$ cat src/rtl/wb_rr_arbiter.sv
// wb_rr_arbiter: N-master to 1-slave Wishbone classic arbiter.
// Round-robin grant, bus lock while cyc is held, per-strobe watchdog.
//
// Ports:
//   clk, rst            clock, synchronous active-high reset
//   m_*_i               packed per-master request buses (slice i = master i)
//   m_dat_o             slave read data broadcast to every master
//   m_ack/err/rty_o     per-master responses, only the owner sees them
//   s_*_o / s_*_i       slave request / response
//   grant_o, busy_o     registered one-hot owner, OR of grant_o
module wb_rr_arbiter #(
    parameter int NUM_MASTERS = 4,
    parameter int DATA_WIDTH  = 128,
    parameter int ADDR_WIDTH  = 32,
    parameter int SEL_WIDTH   = DATA_WIDTH / 8,
    parameter int TIMEOUT     = 255
) (
    input  logic                              clk,
    input  logic                              rst,
    input  logic [NUM_MASTERS*ADDR_WIDTH-1:0] m_adr_i,
    input  logic [NUM_MASTERS*DATA_WIDTH-1:0] m_dat_i,
    input  logic [NUM_MASTERS-1:0]            m_we_i,
    input  logic [NUM_MASTERS*SEL_WIDTH-1:0]  m_sel_i,
    input  logic [NUM_MASTERS-1:0]            m_stb_i,
    input  logic [NUM_MASTERS-1:0]            m_cyc_i,
    output logic [DATA_WIDTH-1:0]             m_dat_o,
    output logic [NUM_MASTERS-1:0]            m_ack_o,
    output logic [NUM_MASTERS-1:0]            m_err_o,
    output logic [NUM_MASTERS-1:0]            m_rty_o,
    output logic [ADDR_WIDTH-1:0]             s_adr_o,
    output logic [DATA_WIDTH-1:0]             s_dat_o,
    output logic                              s_we_o,
    output logic [SEL_WIDTH-1:0]              s_sel_o,
    output logic                              s_stb_o,
    output logic                              s_cyc_o,
    input  logic [DATA_WIDTH-1:0]             s_dat_i,
    input  logic                              s_ack_i,
    input  logic                              s_err_i,
    input  logic                              s_rty_i,
    output logic [NUM_MASTERS-1:0]            grant_o,
    output logic                              busy_o
);

    localparam int IW = (NUM_MASTERS > 1) ? $clog2(NUM_MASTERS) : 1;
    localparam int WW = (TIMEOUT > 0) ? $clog2(TIMEOUT + 1) : 1;
    localparam logic [IW-1:0] LAST_RST = IW'(NUM_MASTERS - 1);

    typedef enum logic {
        S_IDLE,
        S_OWNED
    } state_t;

    state_t                 r_state;
    state_t                 w_state_nxt;
    logic [NUM_MASTERS-1:0] r_grant;
    logic [NUM_MASTERS-1:0] w_grant_nxt;
    logic [IW-1:0]          r_last;
    logic [IW-1:0]          w_last_nxt;
    logic [IW-1:0]          w_owner;
    logic [IW-1:0]          w_idx;
    logic [NUM_MASTERS-1:0] w_pick;
    logic                   w_found;
    logic                   w_own_cyc;
    logic                   w_own_stb;
    logic                   w_resp;
    logic                   w_wd_clr;
    logic                   w_wd_hit;

    assign w_own_cyc = |(r_grant & m_cyc_i);
    assign w_own_stb = |(r_grant & m_stb_i);
    assign w_resp    = s_ack_i | s_err_i | s_rty_i;

    // Owner index, used to remember who released last.
    always_comb begin
        w_owner = '0;
        for (int i = 0; i < NUM_MASTERS; i++) begin
            if (r_grant[i]) begin
                w_owner = IW'(i);
            end
        end
    end

    // First requester searching upward from last+1, wrapping.
    always_comb begin
        w_pick  = '0;
        w_found = 1'b0;
        w_idx   = '0;
        for (int k = 1; k <= NUM_MASTERS; k++) begin
            w_idx = IW'((int'(r_last) + k) % NUM_MASTERS);
            if (!w_found && m_cyc_i[w_idx]) begin
                w_pick[w_idx] = 1'b1;
                w_found       = 1'b1;
            end
        end
    end

    // State register
    always_ff @(posedge clk) begin
        if (rst) begin
            r_state <= S_IDLE;
            r_grant <= '0;
            r_last  <= LAST_RST;
        end else begin
            r_state <= w_state_nxt;
            r_grant <= w_grant_nxt;
            r_last  <= w_last_nxt;
        end
    end

    // Next-state logic
    always_comb begin
        w_state_nxt = r_state;
        w_grant_nxt = r_grant;
        w_last_nxt  = r_last;
        unique case (r_state)
            S_IDLE: begin
                if (|m_cyc_i) begin
                    w_state_nxt = S_OWNED;
                    w_grant_nxt = w_pick;
                end
            end
            S_OWNED: begin
                // Release always passes through IDLE, so a
                // re-request from the old owner ranks last.
                if (!w_own_cyc) begin
                    w_state_nxt = S_IDLE;
                    w_grant_nxt = '0;
                    w_last_nxt  = w_owner;
                end
            end
        endcase
    end

    assign w_wd_clr = !w_own_stb || w_resp || w_wd_hit ||
                      (w_grant_nxt != r_grant);

    generate
        if (TIMEOUT > 0) begin : g_wd
            logic [WW-1:0] r_wd;

            always_ff @(posedge clk) begin
                if (rst || w_wd_clr) begin
                    r_wd <= '0;
                end else begin
                    r_wd <= r_wd + 1'b1;
                end
            end

            assign w_wd_hit = w_own_stb && (r_wd == WW'(TIMEOUT));
        end else begin : g_nowd
            assign w_wd_hit = 1'b0;
        end
    endgenerate

    // Output logic: grant is nonzero only in OWNED, so the
    // one-hot mux doubles as the idle zeroing.
    always_comb begin
        s_adr_o = '0;
        s_dat_o = '0;
        s_sel_o = '0;
        s_we_o  = 1'b0;
        s_stb_o = 1'b0;
        s_cyc_o = 1'b0;
        m_ack_o = '0;
        m_err_o = '0;
        m_rty_o = '0;
        for (int i = 0; i < NUM_MASTERS; i++) begin
            if (r_grant[i]) begin
                s_adr_o    = m_adr_i[i*ADDR_WIDTH +: ADDR_WIDTH];
                s_dat_o    = m_dat_i[i*DATA_WIDTH +: DATA_WIDTH];
                s_sel_o    = m_sel_i[i*SEL_WIDTH +: SEL_WIDTH];
                s_we_o     = m_we_i[i];
                s_cyc_o    = m_cyc_i[i];
                // Watchdog error overrides any late slave response.
                s_stb_o    = m_stb_i[i] & ~w_wd_hit;
                m_ack_o[i] = s_ack_i & ~w_wd_hit;
                m_rty_o[i] = s_rty_i & ~w_wd_hit;
                m_err_o[i] = s_err_i | w_wd_hit;
            end
        end
    end

    assign m_dat_o = s_dat_i;
    assign grant_o = r_grant;
    assign busy_o  = |r_grant;

endmodule
$ cat config.mk
export PLATFORM = sky130hd
export DESIGN_NAME = wb_rr_arbiter
export DESIGN_NICKNAME = d
export VERILOG_FILES = /design/src/rtl/wb_rr_arbiter.sv
export SDC_FILE = /design/constraint.sdc
export NUM_CORES = 1
export LEC_CHECK = 0
export CAP_MARGIN = 0
export CORE_AREA = 3 3 450 452
export CTS_BUF_LIST = sky130_fd_sc_hd__clkbuf_8
export DETAILED_ROUTE_END_ITERATION = 12
export DIE_AREA = 0 0 453 455
export MAX_ROUTING_LAYER = met4
export PLACE_DENSITY = 0.3
export RECOVER_POWER = 100
export SETUP_SLACK_MARGIN = 0.05
export SYNTH_ARGS = -nofsm -noshare
export SYNTH_HDL_FRONTEND = slang
export SYNTH_SLANG_ARGS = --single-unit
$ cat constraint.sdc
create_clock -name clk -period 5.4 [get_ports clk]
set_clock_uncertainty 0.05 [all_clocks]
set_input_delay 1.08 -clock clk [delete_from_list [all_inputs] [get_ports clk]]
set_output_delay 1.08 -clock clk [all_outputs]
set_load 0.02 [all_outputs]
==> metrics.md, run 1 <==
| Metric | Value |
|---|---|
| Status | `completed` |
| EDFF count, synth | `0` |
| Vias | `11.54k` |
| CTS tree | `built` |
| CTS Buf Count | `3` |
| Final worst slack | `0.5655 ns` |
| Cell mode on critical path | `clkbuf_1` |
| Max_slew headroom | `6.602%` |
| Critical path type | `reg2out` |
| Flop2flop setup slack | `1.66 ns` |
| Post-synthesis sequential area ratio | `4.619%` |
| Post-Syn Area | `0.006501 mm²` |
| Max Freq | `206.8 MHz` |
| Total global-route track usage | `11.88%` |
| Layout cells sized above 1 | `3.183%` |
| Clk Latency, worst-skew pair | `0.25 ns` |
| Main synth FF type | `dfxtp_1` |
| Hold path depth | `1` |
| First-pass GRT wire length | `148.8 mm` |
| Worst vdd ir | `0.08717 mV` |
| Starting density of the core | `3.263%` |
| Clock root cell | `clkbuf_8` |
| Vias in the first global route | `11.61k` |
| Maximum number of pins on one net before global-route repair | `137` |
| Worst hold margin | `0.4434 ns` |
| DR vias/cell | `2.647` |
| Crit path max fanout | `35` |
| Pre-CTS WS | `0.2484 ns` |
| Hold WC Path Type | `reg2reg` |
| Initial antenna violation count | `87` |
| # rows | `164` |
| Max-Cap Viols | `0` |
| Post-layout min period | `4.834 ns` |
| Netlist cell types | `58` |
| Compound-gate portion of the synthesized area | `59.43%` |
| I/O pins | `1,173` |
| Placer Congestion | `0.8069` |
| Final setup TNS | `0 ns` |
| Post-Layout Cell Count | `4,358` |
| DP Wirelength | `115.5 mm` |
| Sink Count | `15` |
| Port bufs | `916` |
| Fillers | `23.31k` |
| Residual DRC count | `0` |
| Synth Area in XOR/XNOR | `0.8083%` |
| Worst Path Required | `4.27 ns` |
| Die area | `0.2061 mm²` |
| Post-Syn Nets | `1,821` |
| Clock buffer depth | `2` |
| Initial DRC count | `640` |
| Slew @ Worst Pin | `1.407 ns` |
| Worst EP arrival | `3.70 ns` |
| Slowest Stage Delay on Critical Path | `0.68 ns` |
| Average size of a mapped cell | `6.751 µm²` |
| Mapped Cells | `963` |
| DR WL/cell | `29.10 µm` |
| Post-Synth Adder-Cell Area | `1.732%` |
| Final Cycle Share | `89.53%` |
| Combinational family with the most area after synthesis | `compound AO/OA/AOI/OAI gates` |
| Critical Path End | `s_dat_o[68]` |
| Area of the multi-input gates | `0.004766 mm²` |
| Core Region | `0.1992 mm²` |
| Die span in y | `455 µm` |
| CP Capture Type | `output port` |
| Slowest CP cell | `dfxtp_1` |
| Critical Path, Cell by Cell | `nor2b_1, buf_12, clkbuf_1, a22oi_1, o21ai_0, clkbuf_1` |
| Synth Warn # | `0` |
| Die width | `453 µm` |
| Critical Path Source Type | `flop` |
| Finish-stage setup viols | `0` |
| #FFs+latches synth | `15` |
| Worst r2r dst | `g_wd.r_wd[0]$_SDFF_PP0_` |
| Clock slew at reported path FFs | `0.07 ns` |
| Max H-tree Level | `1` |
| Inst Count DP | `4,317` |
| Power per cell area | `288.3 mW/mm²` |
| Critical R2R Launch | `r_last[0]$_SDFFE_PP1P_` |
| Detailed Route WL | `126.8 mm` |
| Endpoints failing hold | `0` |
| RSZ-0062 raised after global routing | `no` |
| Final Power | `5.100 mW` |
| Antenna viol nets, final | `0` |
| Postcts setup bufs | `0` |
| Area Overhead vs Synth | `172.1%` |
| Final Max Slew Viols | `0` |
| Ys async rst share | `0%` |
| # nets final | `2,524` |
| Sequential Area | `307.8 µm²` |
| First-pass DRT Iterations | `5` |
| Lkg Pwr | `5.242 nW` |
| Simple-gate share of the synthesized area | `8.353%` |
| CP startpoint | `grant_o[1]$_SDFF_PP0_` |
| R2R cell count | `8` |
| Mux contribution to synthesized area | `3.041%` |
| Grt total ovfl | `0` |
## layer usage
| metal | routed length, µm | GRT usage, % | vias up |
|---|---|---|---|
| met3 | 13620 | 5.226 | 160 |
| met4 | 2392 | 2.125 | 0 |
| met2 | 71010 | 22.95 | 715 |
| met5 | 0 | - | - |
| li1 | - | - | 5151 |
| met1 | 39780 | 10.70 | 5510 |
## cell usage after synthesis (2+ instances only)
library cell  count  area share (%)
dfxtp_1          15             4.6
nand3_1          10            0.77
mux4_2            2            0.69
nor4_1            9            0.87
o21ai_0         186              14
o31ai_1           3            0.35
a22oi_1         354              41
a211o_1           2            0.27
nor2b_1          10            0.96
a21oi_1           9            0.69
a2111o_1          2            0.35
buf_6             3            0.52
and2_1           11             1.1
ha_1              9             1.7
o22ai_1           2            0.19
mux2i_1           7             1.1
nand2_1          20             1.2
buf_4           128              15
nand2b_1          5            0.48
buf_1             9            0.52
xnor2_1           4            0.54
nand4_1           2            0.19
and3_1            3            0.29
nor2_1           11            0.64
inv_1             5            0.29
clkbuf_1         96             5.5
buf_2             4            0.31
xor2_1            2            0.27
mux2_2            5            0.87
nor3_1            7            0.54
## cell usage in the layout (no fill, tap or decap), types with 3 or more instances in the layout
cell type / Yosys / final
a21oi_1: 9 / 9
nor2b_1: 10 / 10
and2_1: 11 / 10
xnor2_1: 4 / 4
mux2i_1: 7 / 7
inv_1: 5 / 6
nor2_1: 11 / 11
clkbuf_8: 0 / 3
mux2_2: 5 / 4
diode_2: 0 / 37
nor4_1: 9 / 9
clkbuf_1: 96 / 46
buf_12: 0 / 8
clkdlybuf4s50_1: 0 / 723
o31ai_1: 3 / 3
buf_4: 128 / 20
a22oi_1: 354 / 353
dlygate4sd3_1: 0 / 141
nand3_1: 10 / 10
o21ai_0: 186 / 186
nand2_1: 20 / 20
ha_1: 9 / 9
nand2b_1: 5 / 5
and3_1: 3 / 3
nor3_1: 7 / 8
dfxtp_1: 15 / 13
## cells by family (layout without fill, tap and decap cells)
logic type | count (synthesis) | after routing
buffers and inverters | 246 | 948
other | 0 | 37
XOR/XNOR | 6 | 6
AND/OR/NAND/NOR | 98 | 98
AO/OA/AOI/OAI | 574 | 574
adder cells (fa/ha/maj) | 9 | 9
flip-flops | 15 | 15
multiplexers | 15 | 15
## power breakdown
part | total [mW] | leakage, nW | internal, mW | switching, mW
clock network | 0.0929 | 0.0271 | 0.0504 | 0.0425
registers | 0.171 | 0.124 | 0.124 | 0.0477
logic | 4.84 | 5.09 | 1.53 | 3.31
total | 5.10 | 5.24 | 1.70 | 3.40
## how the worst min path moves through the flow
stage / start / to / slack [ns]
after global placement: g_wd.r_wd[0]$_SDFF_PP0_ / g_wd.r_wd[0]$_SDFF_PP0_ / 0.42
after detailed placement: g_wd.r_wd[0]$_SDFF_PP0_ / g_wd.r_wd[0]$_SDFF_PP0_ / 0.43
final: g_wd.r_wd[0]$_SDFF_PP0_ / g_wd.r_wd[0]$_SDFF_PP0_ / 0.44
after floorplan: g_wd.r_wd[0]$_SDFF_PP0_ / g_wd.r_wd[0]$_SDFF_PP0_ / 0.39
after CTS: g_wd.r_wd[0]$_SDFF_PP0_ / g_wd.r_wd[0]$_SDFF_PP0_ / 0.44
after global routing: g_wd.r_wd[0]$_SDFF_PP0_ / g_wd.r_wd[0]$_SDFF_PP0_ / 0.48
## sequential cells by signal (all words and copies together), names as in the netlist
register / count
g_wd.r_wd: 8
r_last: 2
r_state: 1
grant_o: 4
## area by class of cell
class                      count  area share, %
inverter                       6         0.1273
clock inverter                 1        0.02122
multi-input combinational    702          26.94
timing repair buffer         938          51.62
clock buffer                   3         0.2334
tap                         2656          18.79
antenna                       37         0.5234
sequential                    15          1.740
## what timing repair did
action                                  CTS  global route
hold endpoints to repair                  0             0
endpoints found under the setup margin    1             0
resized for setup                         1             0
hold buffers                              0             0
## critical path, delay by kind of cell, from the launching register on
family	cells	cell delay, ns
AND/OR/NAND/NOR	1	0.46
flip-flops	1	0.68
AO/OA/AOI/OAI	2	0.60
buffers and inverters	3	1.58
## per-stage QoR
stage	area, µm²	util [%]
after detailed placement	17740	8.902
after global placement	17740	8.902
final	17690	8.878
after CTS	17790	8.927
after global routing	17680	8.873
after floorplan	6501	-
No activity file was read; power rests on OpenSTA's default activity.
==> run 2: changes to the inputs <==
--- a/config.mk
+++ b/config.mk
@@ -10,7 +10,6 @@
 export CTS_BUF_LIST = sky130_fd_sc_hd__clkbuf_8
 export DETAILED_ROUTE_END_ITERATION = 12
 export DIE_AREA = 0 0 453 455
-export MAX_ROUTING_LAYER = met4
 export PLACE_DENSITY = 0.3
 export RECOVER_POWER = 100
 export SETUP_SLACK_MARGIN = 0.05
==> metrics.md, run 2 (synthesized netlist as in run 1, its figures left out) <==
| Metric | Value |
|---|---|
| Hold WC Path Type | `reg2reg` |
| Flop2flop setup slack | `1.68 ns (+0.02 ns)` |
| Max FFs per register | `8 (unchanged)` |
| GR Layer Usage met2 | `22.98% (+0.036 points)` |
| Busiest layer in global routing | `met2` |
| Vias | `11.57k (+0.28%)` |
| CTS Buf Count | `3 (unchanged)` |
| Util after Layout | `8.857% (-0.020 points)` |
| Endpoints failing hold | `0 (unchanged)` |
| Register with the most flip-flops | `g_wd.r_wd` |
| DP Wirelength | `115.5 mm (unchanged)` |
| Detailed Route WL | `126.9 mm (about the same)` |
| Worst EP arrival | `3.79 ns (+0.09 ns)` |
| R2R cell count | `8 (unchanged)` |
| Core Region | `0.1992 mm² (unchanged)` |
| Clock buffer depth | `2 (unchanged)` |
| Most frequent cells in the layout | `723 x clkdlybuf4s50_1, 353 x a22oi_1, 186 x o21ai_0, 141 x dlygate4sd3_1, 46 x clkbuf_1` |
| Power per cell area | `289.5 mW/mm² (+0.40%)` |
| Worst Path Required | `4.27 ns (about the same)` |
| Critical path type | `reg2out` |
| Worst vdd ir | `0.08687 mV (-0.34%)` |
| Sink Count | `15 (unchanged)` |
| Clock root cell | `clkbuf_8` |
| CP Capture Type | `output port` |
| Die width | `453 µm (unchanged)` |
| First-pass GRT wire length | `149.1 mm (+0.19%)` |
| Final setup TNS | `0 ns (unchanged)` |
| Max H-tree Level | `1 (unchanged)` |
| Starting density of the core | `3.263% (unchanged)` |
| Final Power | `5.109 mW (+0.17%)` |
| DR WL/cell | `29.22 µm (+0.43%)` |
| Status | `completed` |
| I/O pins | `1,173 (unchanged)` |
| HP Start | `g_wd.r_wd[0]$_SDFF_PP0_` |
| Critical R2R Launch | `r_last[0]$_SDFFE_PP1P_` |
| Commonest non-fill, non-tap cell in the layout | `clkdlybuf4s50_1` |
| Critical Path Source Type | `flop` |
| Area Overhead vs Synth | `171.5%` |
| Vias in the first global route | `11.58k (-0.22%)` |
| Max_slew headroom | `24.11% (+18 points)` |
| GRT met1 Usage | `10.62% (-0.087 points)` |
| Inst Count DP | `4,317 (unchanged)` |
| Worst r2r dst | `g_wd.r_wd[3]$_SDFF_PP0_` |
| Slew @ Worst Pin | `1.138 ns (-0.2686 ns)` |
| Placer Congestion | `0.7955 (-1.4%)` |
| Final Cycle Share | `91.05% (+1.5 points)` |
| # rows | `164 (unchanged)` |
| Post-Layout Cell Count | `4,342 (-0.37%)` |
| Hold path depth | `1 (unchanged)` |
| # nets final | `2,524 (unchanged)` |
| First-pass DRT Iterations | `7 (+2)` |
| Lkg Pwr | `5.242 nW (about the same)` |
| WHS Endpoint | `g_wd.r_wd[0]$_SDFF_PP0_` |
| Finish-stage setup viols | `0 (unchanged)` |
| Clk Latency, worst-skew pair | `0.25 ns (about the same)` |
| Hold bufs inserted after CTS | `0 (unchanged)` |
| Die area | `0.2061 mm² (unchanged)` |
| Clock slew at reported path FFs | `0.07 ns (about the same)` |
| Initial antenna violation count | `90 (+3.4%)` |
| Initial DRC count | `708 (+11%)` |
| Layout cells sized above 1 | `3.183% (unchanged)` |
| Met3 usage | `5.413% (+0.19 points)` |
| Residual DRC count | `0 (unchanged)` |
| Die span in y | `455 µm (unchanged)` |
| DR vias/cell | `2.664 (+0.65%)` |
| Total global-route track usage | `11.54% (-0.34 points)` |
| Grt total ovfl | `0 (unchanged)` |
| Post-layout min period | `4.917 ns (+0.08240 ns)` |
| CTS tree | `built` |
| Antenna viol nets, final | `0 (unchanged)` |
| Final Max Slew Viols | `0 (unchanged)` |
| Max Freq | `203.4 MHz (-1.7%)` |
| Port bufs | `916 (unchanged)` |
| RSZ-0062 raised after global routing | `no` |
| Max-Cap Viols | `0 (unchanged)` |
| Maximum number of pins on one net before global-route repair | `137 (unchanged)` |
| Crit path max fanout | `35 (unchanged)` |
==> run 2: layout make-up <==
type	instances	area, µm²
inverters	6	22.52
well taps	2656	3323
fillers	23310	181600
clock buffers	3	41.29
multi-input cells	702	4766
clock inverters	1	3.754
diodes	21	52.55
flip-flops and latches	15	307.8
repair buffers	938	9131
==> run 2: repair_timing <==
action,4_1_cts,5_1_grt
setup buffers,0,0
setup endpoints to repair,1,0
gates resized for setup,1,0
==> run 2: worst max-delay path by stage <==
stage / from / end / cells past startpoint
final: grant_o[1]$_SDFF_PP0_ / s_dat_o[68] / 6
after global routing: grant_o[1]$_SDFF_PP0_ / s_dat_o[29] / 6
after CTS: grant_o[1]$_SDFF_PP0_ / s_dat_o[119] / 6
after detailed placement: m_dat_i[479] / s_dat_o[95] / 4
after global placement: m_dat_i[479] / s_dat_o[95] / 4
after floorplan: grant_o[0]$_SDFF_PP0_ / s_adr_o[10] / 8
==> run 2: critical path, cell delays in order, from the launching register on <==
cell and delay (ns):
dfxtp_1 0.70, nor2b_1 0.46, buf_12 0.28, clkbuf_1 0.65, a22oi_1 0.17, o21ai_0 0.44, clkbuf_1 0.70
==> run 2: power breakdown <==
| group | leakage (nW) | total [mW] | switching [mW] | internal, mW |
|---|---|---|---|---|
| sequential | 0.124 | 0.172 | 0.0480 | 0.124 |
| combinational | 5.09 | 4.84 | 3.32 | 1.53 |
| clock | 0.0270 | 0.0921 | 0.0417 | 0.0504 |
| total | 5.24 | 5.11 | 3.41 | 1.70 |
==> run 2: routing by layer <==
metal	part of all wire (%)	vias up
met5	0.19	-
met4	2.1	40
met3	11	192
met2	56	724
met1	31	5495
li1	-	5117
==> run 2: stage by stage <==
stage	worst slack, ns	hold slack, ns	area (µm²)
after floorplan	2.222	0.3930	6501
after global placement	0.2480	0.4226	17740
after detailed placement	0.2484	0.4310	17740
after CTS	0.5717	0.4427	17790
after global routing	0.3275	0.4813	17620
final	0.4831	0.4428	17650
